**src/rtl/btn_pkg.sv**
```systemverilog
// Shared types and default timing constants for the push-button conditioner.
package btn_pkg;

  typedef enum logic [1:0] {
    IDLE,
    PRESS_WAIT,
    PRESSED,
    RELEASE_WAIT
  } e_btn_state;

  // Defaults for a 50 MHz system clock: 20 ms debounce, 1 s long press.
  localparam int DB_CYCLES_50M   = 1_000_000;
  localparam int LONG_CYCLES_50M = 50_000_000;

endpackage

```
**src/rtl/btn_debounce_ch.sv**
```systemverilog
// One button channel: 2-FF synchroniser, debounce FSM, hold timer and
// registered level / press / release / long-press outputs.
module btn_debounce_ch
  import btn_pkg::*;
#(
  parameter int DB_CYCLES   = DB_CYCLES_50M,
  parameter int LONG_CYCLES = LONG_CYCLES_50M
) (
  input  logic clk,
  input  logic reset,
  input  logic btn_n,
  output logic btn_level,
  output logic btn_press,
  output logic btn_release,
  output logic btn_long
);

  localparam int DBW = $clog2(DB_CYCLES);
  localparam int HW  = $clog2(LONG_CYCLES);
  localparam logic [DBW-1:0] DB_LAST   = DBW'(DB_CYCLES - 1);
  localparam logic [HW-1:0]  HOLD_LAST = HW'(LONG_CYCLES - 1);

  logic           sync1_q, sync2_q;
  e_btn_state     state_q, state_d;
  logic [DBW-1:0] db_cnt_q, db_cnt_d;
  logic [HW-1:0]  hold_cnt_q, hold_cnt_d;
  logic           long_done_q, long_done_d;
  logic           level_q, level_d;
  logic           press_q, press_d;
  logic           release_q, release_d;
  logic           long_q, long_d;

  // Synchroniser resets to "released" so reset exit never looks like a press.
  always_ff @(posedge clk or posedge reset) begin
    if (reset) begin
      sync1_q <= 1'b1;
      sync2_q <= 1'b1;
    end else begin
      sync1_q <= btn_n;
      sync2_q <= sync1_q;
    end
  end

  always_comb begin
    state_d     = state_q;
    db_cnt_d    = db_cnt_q;
    hold_cnt_d  = hold_cnt_q;
    long_done_d = long_done_q;
    level_d     = level_q;
    press_d     = 1'b0;
    release_d   = 1'b0;
    long_d      = 1'b0;
    case (state_q)
      IDLE: begin
        if (!sync2_q) begin
          state_d  = PRESS_WAIT;
          db_cnt_d = DBW'(1);
        end
      end
      PRESS_WAIT: begin
        if (sync2_q) begin
          state_d  = IDLE;
          db_cnt_d = '0;
        end else if (db_cnt_q == DB_LAST) begin
          state_d     = PRESSED;
          level_d     = 1'b1;
          press_d     = 1'b1;
          hold_cnt_d  = '0;
          long_done_d = 1'b0;
        end else begin
          db_cnt_d = db_cnt_q + DBW'(1);
        end
      end
      PRESSED: begin
        // The hold timer stays frozen on the edge that leaves for RELEASE_WAIT.
        if (sync2_q) begin
          state_d  = RELEASE_WAIT;
          db_cnt_d = DBW'(1);
        end else begin
          if (hold_cnt_q != HOLD_LAST) begin
            hold_cnt_d = hold_cnt_q + HW'(1);
          end
          if (!long_done_q && (hold_cnt_d == HOLD_LAST)) begin
            long_d      = 1'b1;
            long_done_d = 1'b1;
          end
        end
      end
      RELEASE_WAIT: begin
        if (!sync2_q) begin
          state_d = PRESSED;
        end else if (db_cnt_q == DB_LAST) begin
          state_d   = IDLE;
          level_d   = 1'b0;
          release_d = 1'b1;
        end else begin
          db_cnt_d = db_cnt_q + DBW'(1);
        end
      end
      default: begin
        state_d = IDLE;
      end
    endcase
  end

  always_ff @(posedge clk or posedge reset) begin
    if (reset) begin
      state_q     <= IDLE;
      db_cnt_q    <= '0;
      hold_cnt_q  <= '0;
      long_done_q <= 1'b0;
      level_q     <= 1'b0;
      press_q     <= 1'b0;
      release_q   <= 1'b0;
      long_q      <= 1'b0;
    end else begin
      state_q     <= state_d;
      db_cnt_q    <= db_cnt_d;
      hold_cnt_q  <= hold_cnt_d;
      long_done_q <= long_done_d;
      level_q     <= level_d;
      press_q     <= press_d;
      release_q   <= release_d;
      long_q      <= long_d;
    end
  end

  assign btn_level   = level_q;
  assign btn_press   = press_q;
  assign btn_release = release_q;
  assign btn_long    = long_q;

endmodule

```
**src/rtl/btn_conditioner.sv**
```systemverilog
// Push-button front end: N_BTN independent synchronise/debounce channels
// producing clean levels and single-cycle press, release and long-press pulses.
module btn_conditioner
  import btn_pkg::*;
#(
  parameter int N_BTN       = 2,
  parameter int DB_CYCLES   = DB_CYCLES_50M,
  parameter int LONG_CYCLES = LONG_CYCLES_50M
) (
  input  logic             clk,
  input  logic             reset,
  input  logic [N_BTN-1:0] btn_n,
  output logic [N_BTN-1:0] btn_level,
  output logic [N_BTN-1:0] btn_press,
  output logic [N_BTN-1:0] btn_release,
  output logic [N_BTN-1:0] btn_long
);

  genvar gi;
  generate
    for (gi = 0; gi < N_BTN; gi++) begin : g_ch
      btn_debounce_ch #(
        .DB_CYCLES   (DB_CYCLES),
        .LONG_CYCLES (LONG_CYCLES)
      ) u_ch (
        .clk         (clk),
        .reset       (reset),
        .btn_n       (btn_n[gi]),
        .btn_level   (btn_level[gi]),
        .btn_press   (btn_press[gi]),
        .btn_release (btn_release[gi]),
        .btn_long    (btn_long[gi])
      );
    end
  endgenerate

endmodule

```
**config.mk**
```make
export PLATFORM = sky130hd
export DESIGN_NAME = btn_conditioner
export DESIGN_NICKNAME = d
export VERILOG_FILES = /design/src/rtl/btn_pkg.sv /design/src/rtl/btn_debounce_ch.sv /design/src/rtl/btn_conditioner.sv
export SDC_FILE = /design/constraint.sdc
export NUM_CORES = 1
export LEC_CHECK = 0
export ABC_AREA = 0
export BUFFER_PORTS_ARGS = -buffer_cell sky130_fd_sc_hd__buf_2
export CAP_MARGIN = 20
export CORE_UTILIZATION = 35
export CTS_CLUSTER_SIZE = 20
export DETAILED_ROUTE_END_ITERATION = 16
export PLACE_DENSITY = 0.51
export REMOVE_ABC_BUFFERS = 1
export SYNTH_ARGS = -nofsm -noshare
export SYNTH_HDL_FRONTEND = slang
export SYNTH_SLANG_ARGS = --single-unit
```
**constraint.sdc**
```tcl
create_clock -name clk -period 3.3 [get_ports clk]
set_input_delay 0.495 -clock clk [delete_from_list [all_inputs] [get_ports clk]]
set_output_delay 0.495 -clock clk [all_outputs]
set_load 0.005 [all_outputs]
```
-- Yosys cells after proc, flatten, opt, wreduce, memory -nomap -nowiden
Index checks and enable logic that the tools add are counted.
- register bits after elaboration: 110
- input port bits: 4
- output and inout port bits: 8
- logic and storage cells: 150
- $add $sub $neg: 4
- equality and inequality tests: 32
- mux-type cells: 74
- reductions and logical operators: 20
- operator list (kind ; number):
    2-to-1 mux 26 bit ; 12
    2-to-1 mux 20 bit ; 10
    one-hot mux 20 bit (4 select lines) ; 2
    one-hot mux 26 bit (2 select lines) ; 2
    adder 26 x 1 -> 26 bit (second input constant) ; 2
    == test 26 bit (second input constant) ; 2
    inequality test 26 bit (second input constant) ; 2
    adder 20 x 1 -> 20 bit (second input constant) ; 2
    == test 20 bit (second input constant) ; 2
    2-to-1 mux 1 bit ; 30
    2-to-1 mux 2 bit ; 12
    inequality test 2 x 1 -> 1 bit (second input constant) ; 10
    AND reduction 5 bit ; 4
    one-hot mux 2 bit (4 select lines) ; 2
    AND reduction 4 bit ; 4
    inequality test 2 bit (second input constant) ; 6
    == test 2 bit (second input constant) ; 4
    one-hot mux 1 bit (2 select lines) ; 4
    nonzero test 2 bit ; 4
    inequality test 3 x 1 -> 1 bit (second input constant) ; 2
    inequality test 3 bit (second input constant) ; 2
    AND reduction 3 bit ; 2
    == test 2 x 1 -> 1 bit (second input constant) ; 2
    zero test 2 bit ; 2
    other kinds (2) ; 4

-- Logic depth before layout (Yosys ltp)
- depth in word-level cells: 9
- depth in mapped cells: 9
- mapped depth without buffers: 7

-- Hierarchy
From an unflattened synthesis, not the netlist that was laid out.
- cells, all modules: 785
- area, all modules: 6653.9 um^2
- modules (own cells, without submodules) (module ; times used ; cells an instance ; area each (um^2) ; seq. area each (um^2)):
    btn_debounce_ch (g_ch[1].u_ch) ; 1 ; 392 ; 3340.7 ; 1378.8
    btn_debounce_ch (g_ch[0].u_ch) ; 1 ; 393 ; 3313.2 ; 1378.8

-- Worst setup path after synthesis
No wires, ideal clock.
- kind: register -> register
- from: register g_ch[1].u_ch.hold_cnt_q[0]
- to: register g_ch[1].u_ch.long_done_q
- setup time: 92 ps
- data arrival time: 2398 ps
- required time: 3208 ps
- setup slack: 810 ps
- cell stages (with the launch flop): 9
- path buffers: 1
- period minus slack after synthesis: 2490 ps
- cell sequence: dfrtp_1 -> ha_1 -> and3_1 -> clkbuf_1 -> nand2_2 -> nor3_1 -> mux2_2 -> a2111o_1 -> o31ai_2
- word-level cells in the longest chain between the ends: 8
- elaborated cells between the ends (all ways): 9
- classes of those cells: add/sub: 1; eq/ne: 3; mux: 3; reduce/logical: 2
- RTL lines (item ; line ; text):
    from (decl) ; btn_debounce_ch.sv:26 ; logic [HW-1:0] hold_cnt_q, hold_cnt_d;
    from (signal assigned) ; btn_debounce_ch.sv:119 ; hold_cnt_q <= hold_cnt_d;
    adder 26 x 1 -> 26 bit / inequality test 26 bit (equally long branches) ; btn_debounce_ch.sv:81, btn_debounce_ch.sv:80 ;
    2-to-1 mux 26 bit * ; btn_debounce_ch.sv:80 ; if (hold_cnt_q != HOLD_LAST) begin
    2-to-1 mux 26 bit * ; btn_debounce_ch.sv:76 ; if (sync2_q) begin
    2-to-1 mux 26 bit * ; btn_debounce_ch.sv:53 ; case (state_q)
    == test 26 bit * ; btn_debounce_ch.sv:83 ; if (!long_done_q && (hold_cnt_d == HOLD_LAST)) begin
    logical AND 1 bit * ; btn_debounce_ch.sv:83 ;
    inequality test 2 x 1 -> 1 bit (no line) * ; -- ;
    AND reduction 5 bit (no line) * ; -- ;
    to (signal assigned) ; btn_debounce_ch.sv:120 ; long_done_q <= long_done_d;
    to (decl) ; btn_debounce_ch.sv:27 ; logic long_done_q, long_done_d;
Every way passes the cells marked *; elsewhere a longest branch is shown, timed or not. The select of a mux whose other input is x is not followed.
A chain may end at the register's enable or synchronous reset.

-- Final worst setup path
Same ends and word-level chain as after synthesis.

==> flow_metrics.env <==
export IMPL_status="complete, no violations"
export IMPL_clock_skew_ns=0.00700
export IMPL_dieArea_mm2=0.0203
export IMPL_synth_cell_types=68
export IMPL_arrival_ns=3.04
export IMPL_p_seq_frac=0.522
export IMPL_avgSynthCellArea_um2=8.27
export IMPL_path_max_fanout=9
export IMPL_dr_pass1_iters=7
export IMPL_detail_route_antenna_nets=0
export IMPL_start_util=0.363
export IMPL_clk_path_buf_depth=2
export IMPL_finalSetupViolCount=0
export IMPL_max_freq_mhz=360
export IMPL_cts_buffers_inserted=9
export IMPL_synth_mux_area_frac=0.00743
export IMPL_synth_compound_area_share=0.201
export IMPL_p_int_mw=2.01
export IMPL_yosys_top_cells_count="dfrtp_1, nor2_1, o21ai_0"
export IMPL_grt_use_total=0.185
export IMPL_hold_violations=0
export IMPL_worst_pin_slew_ns=0.829
export IMPL_critPathKind="reg -> reg"
export IMPL_wirelength_um=17700
export IMPL_cts_resized=0
export IMPL_synth_seq_area_share=0.400
export IMPL_fin_nets=818
export IMPL_post_dp_cell_area_mm2=0.00713
export IMPL_critPathTopFamily="simple AND/OR/NAND/NOR gates"
export IMPL_gr_total_overflow=0
export IMPL_cts_htree_levels=3
export IMPL_io_pins=12
export IMPL_swShare=0.238
export IMPL_vias_per_cell=5.88
export IMPL_drt_initial_drc_count=529
export IMPL_cts_setup_buffers=0
export IMPL_hold_class="in -> reg"
export IMPL_die_w_um=142
export IMPL_synth_edf_count=0
export IMPL_antenna_found_initial=0
export IMPL_num_rows=50
export IMPL_fin_util=0.391
export IMPL_post_drt_wl_per_cell_um=16.5
export IMPL_async_flop_share=1.00
export IMPL_slew_headroom=0.447
export IMPL_synth_top_family_by_area="simple AND/OR/NAND/NOR gates"
export IMPL_p_leak_nw=2.96
export IMPL_endpoint_kind="flip-flop"
export IMPL_fin_crit_sh=0.841
export IMPL_rsz0062_at_grt="false"
export IMPL_dr_total_vias=6321
export IMPL_syn_inst=835
export IMPL_path_cells="ha_1 > and3_1 > nand2_2 > nor3_1 > mux2_2 > a2111o_1 > o31ai_2"
export IMPL_critPathSlowestCell="dfrtp_1"
export IMPL_yosys_area_share_xor_xnor=0.0470
export IMPL_yosys_area_share_adder=0.00725
export IMPL_die_y_um=142
export IMPL_design_power_total_mw=2.64
export IMPL_synth_area_mm2=0.00690
export IMPL_grt_max_degree=66
export IMPL_reg_top3="g_ch.u_ch.hold_cnt_q: 52 flops, g_ch.u_ch.db_cnt_q: 40 flops"
export IMPL_grt_pass1_vias=6039
export IMPL_core_area_mm2=0.0190
export IMPL_yosys_area_share_simple=0.282
export IMPL_comb_power_share=0.039
export IMPL_ctsHoldBuffers=0
export IMPL_switching_power_mw=0.627
export IMPL_fin_crit_ns=2.77
export IMPL_max_stage_delay_ns=0.48
export IMPL_final_cells=1075
export IMPL_antenna_cells=0
export IMPL_grt_first_pass_wirelength_um=30200
export IMPL_vdd_drop_max_v=0.000233
export IMPL_synthToLayoutAreaGrowth_pct=7.78
export IMPL_synth_area_leaders="dfrtp_1, o21ai_0, nor2_1, nand4_1, nand2_1"
export IMPL_dp_cells=1059
export IMPL_cts_tree="yes"
export IMPL_drive_above_1_share=0.0699
export IMPL_power_density_mw_per_mm2=355
export IMPL_clk_pin_slew_worst_paths_ns=0.08
export IMPL_synth_seq_cells=110
export IMPL_clk_latency_ns=0.36
export IMPL_hpwlAfterDp_um=12300
export IMPL_routabilityCongestion=0.899
export IMPL_design_area_mm2=0.00744
export IMPL_regMostFlops="g_ch.u_ch.hold_cnt_q"
export IMPL_cp_start_kind="flip-flop"
export IMPL_numPortBuffers=11
export IMPL_drc=0
export IMPL_synth_yosys_warnings=0
export IMPL_worstPathRequired_ns=3.57
export IMPL_root_buffer="clkbuf_16"
export IMPL_clock_sinks=110
export IMPL_drv_slew=0
export IMPL_critPathBufInv=0
export IMPL_synth_top_area_frac=0.384
export IMPL_p_clk_frac=0.439
export IMPL_synthMostInstantiatedCell="dfrtp_1"
export IMPL_largest_reg_flops=52
export IMPL_synth_ff_type="dfrtp_1"
export IMPL_yosys_area_top_type="dfrtp_1"
export IMPL_maxCapViolCount=0
==> layer usage <==
layer / part of all wire / wire (um) / vias up / global-route usage
li1: - / - / 3049 / -
met1: 0.46 / 8220 / 3075 / 0.244
met2: 0.48 / 8470 / 167 / 0.307
met3: 0.040 / 702 / 30 / 0.0323
met4: 0.017 / 294 / 0 / 0.0600
met5: 0 / 0 / - / 0
==> area by class of cell <==
type | count | area, um2
clock buffers | 11 | 243
clock inverters | 5 | 66.3
fillers | 1950 | 11600
inverters | 24 | 92.6
multi-input cells | 636 | 3760
flip-flops and latches | 110 | 2760
well taps | 260 | 325
repair buffers | 29 | 190
==> layout by cell type (no fill, tap or decap), types with 21 or more instances in the layout <==
cell type  count
nand2_1       68
nand3_1       43
o21ai_0       75
dfrtp_1      106
nor3_1        26
and3_1        21
nand4_1       42
a21oi_1       45
xor2_1        26
inv_1         22
nor2_1        85
==> power by group through the flow <==
stage          Sequential [mW]  Combinational, mW  Clock, mW
3_3_place_gp              1.40              0.102          0
6_report                  1.38              0.102       1.16
5_1_grt                   1.38              0.119       1.25
2_1_floorplan             1.40             0.0695          0
3_5_place_dp              1.40              0.106          0
4_1_cts                   1.38              0.106       1.20
==> through the flow <==
| step | setup TNS, ns | setup slack, ns | hold WS, ns |
|---|---|---|---|
| after CTS | 0 | 0.559 | 0.212 |
| after global placement | 0 | 0.665 | 0.347 |
| after global routing | 0 | 0.376 | 0.216 |
| after detailed placement | 0 | 0.591 | 0.351 |
| after floorplan | -9.61 | -0.0907 | 0.345 |
| final | 0 | 0.525 | 0.228 |
==> kinds of logic (layout without fill, tap and decap cells) <==
| kind of cell | after synthesis | count (layout) |
|---|---|---|
| buffers and inverters | 89 | 69 |
| muxes | 5 | 5 |
| adders and majority gates | 4 | 4 |
| DFF | 110 | 110 |
| AOI/OAI and AO/OA | 221 | 221 |
| and+or+nand+nor | 369 | 369 |
| xor gates and xnor gates | 37 | 37 |
==> final timing paths <==
check	startpoint	endpoint	slack, ns	cells after the start
worst max register to register	g_ch[1].u_ch.hold_cnt_q[0]$_DFFE_PP0P_	g_ch[1].u_ch.long_done_q$_DFFE_PP0P_	0.53	7
worst max-delay path	g_ch[1].u_ch.hold_cnt_q[0]$_DFFE_PP0P_	g_ch[1].u_ch.long_done_q$_DFFE_PP0P_	0.53	7
worst min-delay path	btn_n[1]	g_ch[1].u_ch.sync1_q$_DFF_PP1_	0.23	1
max in group asynchronous	reset	g_ch[1].u_ch.sync2_q$_DFF_PP1_	2.15	3
worst min register to register	g_ch[1].u_ch.sync1_q$_DFF_PP1_	g_ch[1].u_ch.sync2_q$_DFF_PP1_	0.36	0
min in group asynchronous	reset	g_ch[0].u_ch.hold_cnt_q[10]$_DFFE_PP0P_	0.29	2
Note: power is estimated with default switching activity, not from simulation.
